==> config.mk <==
export PLATFORM = sky130hd
export DESIGN_NAME = sar_adc_ctrl_flat
export DESIGN_NICKNAME = d
export VERILOG_FILES = /design/src/rtl/sar_pkg.sv /design/src/rtl/sar_adc_ctrl_if.sv /design/src/rtl/shreg_serializer.sv /design/src/rtl/sar_adc_ctrl.sv /design/src/flat_wrapper.sv
export SDC_FILE = /design/constraint.sdc
export NUM_CORES = 1
export LEC_CHECK = 0
export ABC_AREA = 1
export CAP_MARGIN = 10
export CORE_UTILIZATION = 33
export DETAILED_ROUTE_END_ITERATION = 8
export DONT_BUFFER_PORTS = 1
export HOLD_SLACK_MARGIN = 0.1
export REMOVE_ABC_BUFFERS = 1
export SETUP_SLACK_MARGIN = 0.02
export SLEW_MARGIN = 5
export SYNTH_ARGS = -nofsm -noshare
export SYNTH_HDL_FRONTEND = slang
export SYNTH_HIERARCHICAL = 1
export SYNTH_SLANG_ARGS = --single-unit
==> constraint.sdc <==
create_clock -name clk_i -period 2.48 [get_ports clk_i]
set_input_delay 0.496 -clock clk_i [delete_from_list [all_inputs] [get_ports clk_i]]
set_output_delay 0.496 -clock clk_i [all_outputs]
set_load 0.005 [all_outputs]
==> src/rtl/sar_pkg.sv <==
// Shared definitions for the SAR ADC controller: FSM state encoding and
// default geometry of the external DAC shift register.
package sar_pkg;

  typedef enum logic [2:0] {
    ST_IDLE,
    ST_SAMPLE,
    ST_SHIFT,
    ST_LATCH,
    ST_SETTLE,
    ST_COMPARE,
    ST_DONE
  } sar_state_t;

  localparam int SR_WIDTH_DEF = 16;
  localparam int SCLK_DIV_DEF = 2;

  function automatic int max2(input int a, input int b);
    return (a > b) ? a : b;
  endfunction

endpackage

==> src/rtl/sar_adc_ctrl_if.sv <==
// Application-side conversion interface of the SAR ADC controller.
interface sar_adc_ctrl_if #(
  parameter int RES_BITS = 14
);
  // start_i is a request sampled every cycle; it is accepted only while busy_o
  // is low (controller idle) and is otherwise dropped, never queued. busy_o
  // stays high until the done_o cycle inclusive; result_o is valid from the
  // done_o cycle and holds until the next done_o.
  logic                start_i;
  logic                busy_o;
  logic                done_o;
  logic [RES_BITS-1:0] result_o;

  modport master (output start_i, input busy_o, input done_o, input result_o);
  modport slave  (input start_i, output busy_o, output done_o, output result_o);

endinterface

==> src/rtl/shreg_serializer.sv <==
// Serialises a word MSB first into an external shift register (SClk) and then
// pulses its latch clock (LClk). All pin outputs come straight from flops.
module shreg_serializer #(
  parameter int SR_WIDTH = 16,
  parameter int SCLK_DIV = 2
) (
  input  logic                clk_i,
  input  logic                reset_i,
  input  logic                load_i,
  input  logic [SR_WIDTH-1:0] word_i,
  output logic                ser_o,
  output logic                sclk_o,
  output logic                lclk_o,
  output logic                shift_done_o,
  output logic                ready_o
);

  localparam int CW  = $clog2(2 * SCLK_DIV);
  localparam int BCW = (SR_WIDTH > 1) ? $clog2(SR_WIDTH) : 1;

  logic [SR_WIDTH-1:0] sr_q;
  logic [CW-1:0]       cnt_q;
  logic [BCW-1:0]      bit_q;
  logic                shifting_q, latching_q;
  logic                ser_q, sclk_q, lclk_q;
  logic                half_end, bit_end, last_bit;

  assign half_end = (cnt_q == CW'(SCLK_DIV - 1));
  assign bit_end  = (cnt_q == CW'(2 * SCLK_DIV - 1));
  assign last_bit = (bit_q == BCW'(SR_WIDTH - 1));

  assign shift_done_o = shifting_q & bit_end & last_bit;
  assign ready_o      = latching_q & half_end;
  assign ser_o        = ser_q;
  assign sclk_o       = sclk_q;
  assign lclk_o       = lclk_q;

  always_ff @(posedge clk_i) begin
    if (reset_i) begin
      sr_q       <= '0;
      cnt_q      <= '0;
      bit_q      <= '0;
      shifting_q <= 1'b0;
      latching_q <= 1'b0;
      ser_q      <= 1'b0;
      sclk_q     <= 1'b0;
      lclk_q     <= 1'b0;
    end else if (load_i) begin
      sr_q       <= word_i << 1;
      ser_q      <= word_i[SR_WIDTH-1];
      cnt_q      <= '0;
      bit_q      <= '0;
      shifting_q <= 1'b1;
      latching_q <= 1'b0;
      sclk_q     <= 1'b0;
      lclk_q     <= 1'b0;
    end else if (shifting_q) begin
      // Ser only moves on the edge where SClk drops, so it is stable for the whole bit.
      if (bit_end) begin
        cnt_q  <= '0;
        sclk_q <= 1'b0;
        if (last_bit) begin
          shifting_q <= 1'b0;
          latching_q <= 1'b1;
          lclk_q     <= 1'b1;
          ser_q      <= 1'b0;
        end else begin
          bit_q <= bit_q + 1'b1;
          ser_q <= sr_q[SR_WIDTH-1];
          sr_q  <= sr_q << 1;
        end
      end else begin
        cnt_q <= cnt_q + 1'b1;
        if (half_end) sclk_q <= 1'b1;
      end
    end else if (latching_q) begin
      if (half_end) begin
        latching_q <= 1'b0;
        lclk_q     <= 1'b0;
        cnt_q      <= '0;
      end else begin
        cnt_q <= cnt_q + 1'b1;
      end
    end
  end

endmodule

==> src/rtl/sar_adc_ctrl.sv <==
// Successive-approximation conversion sequencer for the PmodADC front end.
// Owns the SAR code, bit index and timers; the serializer drives the DAC pins.
module sar_adc_ctrl
  import sar_pkg::*;
#(
  parameter int RES_BITS      = 14,
  parameter int SR_WIDTH      = SR_WIDTH_DEF,
  parameter int SCLK_DIV      = SCLK_DIV_DEF,
  parameter int SH_CYCLES     = 16,
  parameter int SETTLE_CYCLES = 8
) (
  input  logic           clk_i,
  input  logic           reset_i,
  sar_adc_ctrl_if.slave  app,
  output logic           ADC_SH_o,
  output logic           ADC_Ser_o,
  output logic           ADC_SClk_o,
  output logic           ADC_LClk_o,
  input  logic           ADC_Comp_i,
  output sar_state_t     state_o
);

  localparam int TW  = $clog2(max2(SH_CYCLES, SETTLE_CYCLES) + 1);
  localparam int BW  = (RES_BITS > 1) ? $clog2(RES_BITS) : 1;
  localparam int PAD = SR_WIDTH - RES_BITS;

  sar_state_t          state_q, state_n;
  logic [TW-1:0]       timer_q;
  logic [BW-1:0]       idx_q, idx_n;
  logic [RES_BITS-1:0] code_q, code_n, trial_q, trial_n, result_q, result_n;
  logic [RES_BITS-1:0] cmp_code;
  logic                comp_meta_q, comp_sync_q;
  logic                busy_q, done_q, sh_q;
  logic                ser_load, ser_shift_done, ser_ready;
  logic [SR_WIDTH-1:0] ser_word;

  always_ff @(posedge clk_i) begin
    if (reset_i) begin
      state_q     <= ST_IDLE;
      timer_q     <= '0;
      idx_q       <= '0;
      code_q      <= '0;
      trial_q     <= '0;
      result_q    <= '0;
      comp_meta_q <= 1'b0;
      comp_sync_q <= 1'b0;
      busy_q      <= 1'b0;
      done_q      <= 1'b0;
      sh_q        <= 1'b0;
    end else begin
      state_q     <= state_n;
      // Timer restarts on every state change, so SAMPLE/SETTLE count from zero.
      timer_q     <= (state_n != state_q) ? '0 : timer_q + 1'b1;
      idx_q       <= idx_n;
      code_q      <= code_n;
      trial_q     <= trial_n;
      result_q    <= result_n;
      comp_meta_q <= ADC_Comp_i;
      comp_sync_q <= comp_meta_q;
      busy_q      <= (state_n != ST_IDLE);
      done_q      <= (state_n == ST_DONE);
      sh_q        <= (state_n == ST_SAMPLE);
    end
  end

  assign cmp_code = comp_sync_q ? trial_q : code_q;

  always_comb begin
    state_n  = state_q;
    idx_n    = idx_q;
    code_n   = code_q;
    trial_n  = trial_q;
    result_n = result_q;
    ser_load = 1'b0;
    case (state_q)
      ST_IDLE: begin
        if (app.start_i) begin
          state_n = ST_SAMPLE;
          code_n  = '0;
          idx_n   = BW'(RES_BITS - 1);
        end
      end
      ST_SAMPLE: begin
        if (timer_q == TW'(SH_CYCLES - 1)) begin
          state_n  = ST_SHIFT;
          trial_n  = code_q | (RES_BITS'(1) << idx_q);
          ser_load = 1'b1;
        end
      end
      ST_SHIFT:  if (ser_shift_done) state_n = ST_LATCH;
      ST_LATCH:  if (ser_ready) state_n = ST_SETTLE;
      ST_SETTLE: if (timer_q == TW'(SETTLE_CYCLES - 1)) state_n = ST_COMPARE;
      ST_COMPARE: begin
        code_n = cmp_code;
        if (idx_q == '0) begin
          state_n  = ST_DONE;
          result_n = cmp_code;
        end else begin
          // Next trial is built from the freshly decided code.
          state_n  = ST_SHIFT;
          idx_n    = idx_q - 1'b1;
          trial_n  = cmp_code | (RES_BITS'(1) << (idx_q - 1'b1));
          ser_load = 1'b1;
        end
      end
      ST_DONE:   state_n = ST_IDLE;
      default:   state_n = ST_IDLE;
    endcase
  end

  assign ser_word = SR_WIDTH'(trial_n) << PAD;

  shreg_serializer #(
    .SR_WIDTH (SR_WIDTH),
    .SCLK_DIV (SCLK_DIV)
  ) u_ser (
    .clk_i        (clk_i),
    .reset_i      (reset_i),
    .load_i       (ser_load),
    .word_i       (ser_word),
    .ser_o        (ADC_Ser_o),
    .sclk_o       (ADC_SClk_o),
    .lclk_o       (ADC_LClk_o),
    .shift_done_o (ser_shift_done),
    .ready_o      (ser_ready)
  );

  assign app.busy_o   = busy_q;
  assign app.done_o   = done_q;
  assign app.result_o = result_q;
  assign ADC_SH_o     = sh_q;
  assign state_o      = state_q;

endmodule

==> src/flat_wrapper.sv <==
// flat-port wrapper written by rule: the top's interface ports become plain ports
module sar_adc_ctrl_flat import sar_pkg::*;
#(
  parameter int RES_BITS      = 14,
  parameter int SR_WIDTH      = SR_WIDTH_DEF,
  parameter int SCLK_DIV      = SCLK_DIV_DEF,
  parameter int SH_CYCLES     = 16,
  parameter int SETTLE_CYCLES = 8
)
  (clk_i, reset_i, ADC_SH_o, ADC_Ser_o, ADC_SClk_o, ADC_LClk_o, ADC_Comp_i, state_o, app_start_i, app_busy_o, app_done_o, app_result_o);
  sar_adc_ctrl_if #(.RES_BITS(RES_BITS)) app_i ();
  input  logic clk_i;
  input  logic reset_i;
  output logic ADC_SH_o;
  output logic ADC_Ser_o;
  output logic ADC_SClk_o;
  output logic ADC_LClk_o;
  input  logic ADC_Comp_i;
  output sar_state_t state_o;
  input wire logic [$bits(app_i.start_i)-1:0] app_start_i;
  output wire logic [$bits(app_i.busy_o)-1:0] app_busy_o;
  output wire logic [$bits(app_i.done_o)-1:0] app_done_o;
  output wire logic [$bits(app_i.result_o)-1:0] app_result_o;
  assign app_i.start_i = app_start_i;
  assign app_busy_o = app_i.busy_o;
  assign app_done_o = app_i.done_o;
  assign app_result_o = app_i.result_o;
  sar_adc_ctrl #(.RES_BITS(RES_BITS), .SR_WIDTH(SR_WIDTH), .SCLK_DIV(SCLK_DIV), .SH_CYCLES(SH_CYCLES), .SETTLE_CYCLES(SETTLE_CYCLES)) u_core (.clk_i(clk_i), .reset_i(reset_i), .app(app_i), .ADC_SH_o(ADC_SH_o), .ADC_Ser_o(ADC_Ser_o), .ADC_SClk_o(ADC_SClk_o), .ADC_LClk_o(ADC_LClk_o), .ADC_Comp_i(ADC_Comp_i), .state_o(state_o));
endmodule
==> results of run 1 <==
## report_power, final
group	switching, W	total, W	internal (W)
logic	0.000120	0.000171	0.0000502
clock network	0.000527	0.00125	0.000719
registers	0.0000204	0.00140	0.00138
## registers in the layout (all words and copies together) (netlist names)
name / count
u_core/app.result_o: 14
u_core/u_ser/bit_q: 4
u_core/u_ser/shifting_q: 1
u_core/u_ser/sr_q: 15
u_core/state_o: 3
u_core/idx_q: 4
u_core/app.done_o: 1
u_core/ADC_SH_o: 1
u_core/comp_meta_q: 1
u_core/timer_q: 5
u_core/code_q: 14
u_core/trial_q: 14
u_core/u_ser/ser_o: 1
u_core/u_ser/lclk_o: 1
u_core/u_ser/sclk_o: 1
u_core/u_ser/cnt_q: 2
u_core/comp_sync_q: 1
u_core/app.busy_o: 1
u_core/u_ser/latching_q: 1
## per-stage QoR
step / setup slack, ns / cell area (sq um)
3_5_place_dp: 0.464 / 4800
5_1_grt: 0.260 / 5070
6_report: 0.450 / 5070
2_1_floorplan: 0.484 / 4490
4_1_cts: 0.443 / 5070
3_3_place_gp: 0.504 / 4800
## synth_stat cells, types with 2 or more instances
cell	n	area, sq um
dfxtp_1	85	1700
or2_1	4	25.0
inv_2	5	18.8
inv_1	63	236
buf_4	5	37.5
clkbuf_1	4	15.0
nor2_2	2	12.5
buf_2	10	50.1
nand2_1	187	702
a21oi_1	26	130
nand4_1	2	12.5
nor3_1	11	55.1
a211oi_2	6	75.1
nand2_2	32	200
a21oi_2	20	175
xor2_1	2	17.5
buf_6	8	90.1
a211oi_1	7	52.6
nor2_1	45	169
o21a_1	12	90.1
o21ai_1	3	15.0
nand2_4	4	45.0
nand3_2	11	110
ha_1	12	150
nand3_1	35	175
o21bai_1	2	15.0
or2_2	9	56.3
nand3_4	2	35.0
inv_4	3	18.8
o21ai_0	18	90.1
## how the worst min path moves through the flow
stage | start | to | slack (ns) | depth (start not counted)
finish | reset_i | u_core/code_q[12] | 0.21 | 1
global route | reset_i | u_core/code_q[12] | 0.19 | 1
CTS | reset_i | u_core/code_q[12] | 0.20 | 1
detailed placement | u_core/comp_meta_q | u_core/comp_sync_q | 0.40 | 2
global placement | u_core/comp_meta_q | u_core/comp_sync_q | 0.40 | 2
floorplan | u_core/comp_meta_q | u_core/comp_sync_q | 0.39 | 2
## per-layer routing
layer  part of all wire (%)  vias to the layer above
met5                      0                        -
met4                    2.0                        0
met3                    5.1                       15
met2                     43                       63
met1                     49                     1690
li1                       -                     2035
## logic make-up (layout without fill, tap and decap cells)
group | count (synthesis) | after routing | share of synthesized area (%)
and+or+nand+nor | 347 | 347 | 34.7
buffers and inverters | 103 | 99 | 11.0
AOI/OAI and AO/OA | 97 | 97 | 14.4
DFF | 85 | 85 | 36.1
adders and majority gates | 12 | 12 | 3.18
xor gates and xnor gates | 3 | 3 | 0.557
other | 1 | 2 | 0.0795
## layout make-up
type	count	area share (%)
clock buffers	12	5.06
well taps	180	4.44
inverters	73	5.68
repair buffers	12	1.78
flip-flops and latches	85	33.6
clock inverters	2	0.197
multi-input cells	461	49.3
==> metrics.csv, run 1 <==
metric,value,unit
total power,0.00282,W
reg2reg start,u_core/idx_q[0],
Reg2Reg Setup Slack,0.45,ns
Gate Count Post-Synth,648,
Max Slew Vio Count,0,
number of flops mapped to enable cells by yosys,0,
unrepaired setup endpoints after global routing,no,
initial DRC count,215,
fin crit share,81.8,%
nets,658,
row cnt,43,
CTS Buf Count,9,
Die ar.,14800,sq um
met2 GRT Util,23.8,%
drc violations,0,
Starting Density,33.8,%
GR met3 Demand/Resource,4.09,%
layout cell share with drive strength beyond 1,19.2,%
Fin Setup TNS,0,ns
Hold Crit Class,in2reg,
f_max,0.493,GHz
GRT Residual Overflow,0,
Core Footprint,13900,sq um
Critical path origin,u_core/idx_q[0],
drt wl/cell,13.1,microns
Area Growth Syn to Fin,7.51,%
Crit path max-delay family,buffers and inverters,
critical path's largest stage delay,0.35,ns
termination of the worst setup path,u_core/u_ser/sr_q[12],
Worst path most repeated cell,nand2_1,
hold slack,0.213,ns
CP bufs+invs,3,
hpwl dp,7440,microns
GRT Util Overall,15.8,%
GRT busiest layer,met2,
ANT cells,0,
antenna-violating nets left,0,
CTS tree,done,
"Max stage delay cell, worst path",dfxtp_1,
Layout fillers,1457,
CP Capture Type,flip-flop,
relative slew slack,65.6,%
input/output buffers,0,
via count,3803,
Post-CTS Setup Bufs,0,
Syn Area/Cell,7.28,sq um
Most used DFF post-synth,dfxtp_1,
Vias/cell,4.61,
"Distinct cells, synth",43,
pin count of the biggest net entering global routing,57,
crit-path cells,inv_1 > ha_1 > nand3_4 > nand2_8 > nand2_4 > inv_2 > buf_4 > nand2_1 > nand2_1 > nand2_1 > a21oi_1,
H-tree depth,3,
most frequent cells in the layout,"nand2_1, dfxtp_1, inv_1",
Max VDD drop,0.397,mV
final cell count without fillers,825,
critical setup path kind,reg2reg,
Power per Cell Area,556,nW/um^2
Inst Count DP,811,
fin crit period,2.03,ns
first-pass detailed-route iteration total,4,
CP arrival,2.30,ns
Yosys reg bits,85,
vias in the first global route,3584,
final wirelength,10800,microns
count of final setup violators,0,
r2r endpoint,u_core/u_ser/sr_q[12],
Ys Warns,6,
"Hold-fix buffers, CTS",0,
crit path launch type,flip-flop,
met1 Use GR,21.5,%
CP Max Fanout,15,
first-pass GRT wire length,18200,microns
die height,122,microns
post-cts resize count,0,
clk_lat worst skew,0.34,ns
Worst Skew,0.00689,ns
asr flop ratio synth,0,%
CP Data Required Time,2.75,ns
status,"complete, no violations",
Worst path depth,11,
flip-flop and latch area,1700,sq um
Root Buffer,clkbuf_16,
Die X-Extent,122,microns
Multi-input gate area,2500,sq um
initial antenna violation count,0,
maximum buffer depth of the clock tree,2,
I/O pins,27,
GPL Wtd Cong,0.837,
clock-pin slew of the registers on the worst-case setup and hold paths,0.06,ns
R2R cell count,11,
"most common cell after layout, fill and taps aside",nand2_1,
P_leak,2.20,nW
worst-margin pin slew,0.515,ns
max_cap viols,0,
Final Util,36.4,%
CTS sink cnt,85,
sequential area share after synthesis,36.1,%
final hold vios,0,
mapped cell area,4710,sq um
Note: power is estimated with default switching activity, not from simulation.
==> inputs of run 2 (changes only) <==
clock period = 1.85 ns   (was 2.48 ns; I/O delays follow)
==> run 2 against run 1 <==
Non-clock buffer count grew 20. Final area grew 6.2%. Critical path type unchanged. Clock skew shrank 0.0011 ns. Critical path depth grew 6. Highest routed layer unchanged. Critical endpoint is now u_core/u_ser/sr_q[7]. Maximum frequency grew 16%. Final cell count grew 2.7%. Hold slack lost 0.12 ns. Sequential share of layout area shrank 1.9 points. Sequential cell count is the same. Power grew 39%.
==> metrics.csv, run 2 (synthesis results as in run 1) <==
metric,value,unit
most frequent cells in the layout,"nand2_1, dfxtp_1, inv_1",
layout cell share with drive strength beyond 1,25.0,%
unrepaired setup endpoints after global routing,yes,
DRT met1 WL,5590,microns
die height,122,microns
pin count of the biggest net entering global routing,57,
Final Util,38.6,%
met2 routed WL,4950,microns
final wirelength,11100,microns
PnR worst setup slack,0.106,ns
Crit path max-delay family,simple AND/OR/NAND/NOR gates,
Starting Density,33.8,%
CTS sink cnt,85,
"Hold-fix buffers, CTS",2,
CP Max Fanout,4,
antenna-violating nets left,0,
clk_lat worst skew,0.35,ns
"Max stage delay cell, worst path",dfxtp_2,
r2r endpoint,u_core/u_ser/sr_q[7],
max_cap viols,0,
Core Footprint,13900,sq um
CP Data Required Time,2.09,ns
final hold vios,0,
Root Buffer,clkbuf_16,
nets,678,
design area,5380,sq um
GRT Residual Overflow,0,
Largest register FFs,15,
Top Metal Used,met4,
"most common cell after layout, fill and taps aside",nand2_1,
CP Capture Type,flip-flop,
row cnt,43,
Die X-Extent,122,microns
Power per Cell Area,726,nW/um^2
Worst path most repeated cell,nand2_1,
via count,3955,
min-delay src,reset_i,
pre-CTS WS,0.00881,ns
CTS tree,done,
Hold Crit Class,in2reg,
first-pass detailed-route iteration total,4,
count of final setup violators,0,
Worst Skew,0.00581,ns
WHS Endpoint,u_core/code_q[9],
crit path launch type,flip-flop,
"Cell Area, Placed",4950,sq um
P_leak,2.36,nW
reg2reg start,u_core/timer_q[1],
Vias/cell,4.67,
crit-path cells,ha_4 > nand2_4 > nor2_4 > ha_4 > inv_2 > nor2_2 > nand2_1 > nand3_1 > nand2_1 > nor2_1 > nand2_1 > nand2_2 > inv_2 > nand2_1 > nand2_1 > nand2_2 > a21oi_2,
vias in the first global route,3720,
Biggest register,u_core/u_ser/sr_q,
fin crit period,1.74,ns
met3 WL post-DR,396,microns
CP bufs+invs,2,
critical path's largest stage delay,0.35,ns
GPL Wtd Cong,0.807,
final cell count without fillers,847,
R2R cell count,17,
CP arrival,1.99,ns
Die ar.,14800,sq um
hpwl dp,7590,microns
drt wl/cell,13.1,microns
Area Growth Syn to Fin,14.2,%
Max Slew Vio Count,0,
drc violations,0,
critical setup path kind,reg2reg,
Reg2Reg Setup Slack,0.11,ns
Inst Count DP,828,
hold depth,1,
initial DRC count,219,
first-pass GRT wire length,18600,microns
ANT cells,0,
I/O pins,27,
clock-pin slew of the registers on the worst-case setup and hold paths,0.06,ns
initial antenna violation count,0,
Max VDD drop,0.402,mV
GRT Util Overall,16.2,%
CTS Buf Count,9,
maximum buffer depth of the clock tree,2,
H-tree depth,3,
f_max,0.573,GHz
fin crit share,94.3,%
status,"complete, no violations",
input/output buffers,0,
-- run 2: cell types whose count changed in the layout (fill, tap and decap cells not counted), sizes merged --
cell	before	now
clkinv	3	5
dlygate4sd3	0	2
buf	12	30
clkbuf	12	11
clkinvlp	0	1
-- run 2: report_power, final --
| group | internal (W) | total [W] | switching [W] |
|---|---|---|---|
| registers | 0.00185 | 0.00187 | 0.0000203 |
| clock network | 0.000983 | 0.00174 | 0.000761 |
| logic | 0.000100 | 0.000290 | 0.000190 |
| total | 0.00294 | 0.00391 | 0.000971 |
-- run 2: worst max path at each step --
stage	startpoint	end	slack (ns)	cells after the start
after floorplan	u_core/idx_q[0]	u_core/u_ser/sr_q[7]	-0.15	14
after global placement	u_core/timer_q[0]	u_core/u_ser/sr_q[9]	0.03	15
after detailed placement	u_core/timer_q[0]	u_core/u_ser/sr_q[14]	0.009	12
after CTS	u_core/timer_q[0]	u_core/u_ser/sr_q[10]	0.03	15
after global routing	u_core/timer_q[1]	u_core/u_ser/sr_q[7]	-0.10	17
final	u_core/timer_q[1]	u_core/u_ser/sr_q[7]	0.11	17
-- run 2: what timing repair did --
item                                    4_1_cts  5_1_grt
gates resized for setup                       4       32
endpoints found under the setup margin       12       37
endpoints found under the hold margin        50       30
pin swaps                                     0       17
setup buffers                                 0        1
-- run 2: cell type report --
cell class                      instances  area (sq um)
Tap cell                              180           225
Sequential cell                        85          1710
Inverter                               73           298
Multi-Input combinational cell        461          2590
Clock buffer                           11           253
Fill cell                            1474          8550
Clock inverter                          5          35.0
Timing Repair Buffer                   32           278
-- run 2: metrics by stage --
| step | hold WS, ns | power, W | TNS [ns] |
|---|---|---|---|
| floorplan | 0.388 | 0.00208 | -0.527 |
| global placement | 0.391 | 0.00217 | 0 |
| detailed placement | 0.395 | 0.00217 | 0 |
| CTS | 0.0715 | 0.00395 | 0 |
| global route | 0.0711 | 0.00409 | -0.176 |
| finish | 0.0890 | 0.00391 | 0 |
-- run 2: worst register-to-register path, cell delays in order, from the launching register on --
cell,delay (ns)
dfxtp_2,0.35
ha_4,0.15
nand2_4,0.05
nor2_4,0.12
ha_4,0.18
inv_2,0.05
nor2_2,0.09
nand2_1,0.05
nand3_1,0.06
nand2_1,0.05
nor2_1,0.09
nand2_1,0.06
nand2_2,0.08
inv_2,0.03
nand2_1,0.05
nand2_1,0.05
nand2_2,0.06
a21oi_2,0.05
-- run 2: per-layer routing --
layer | vias up | track usage, %
li1 | 2092 | -
met1 | 1802 | 22.3
met2 | 50 | 24.5
met3 | 11 | 3.57
met4 | 0 | 6.33
met5 | - | 0
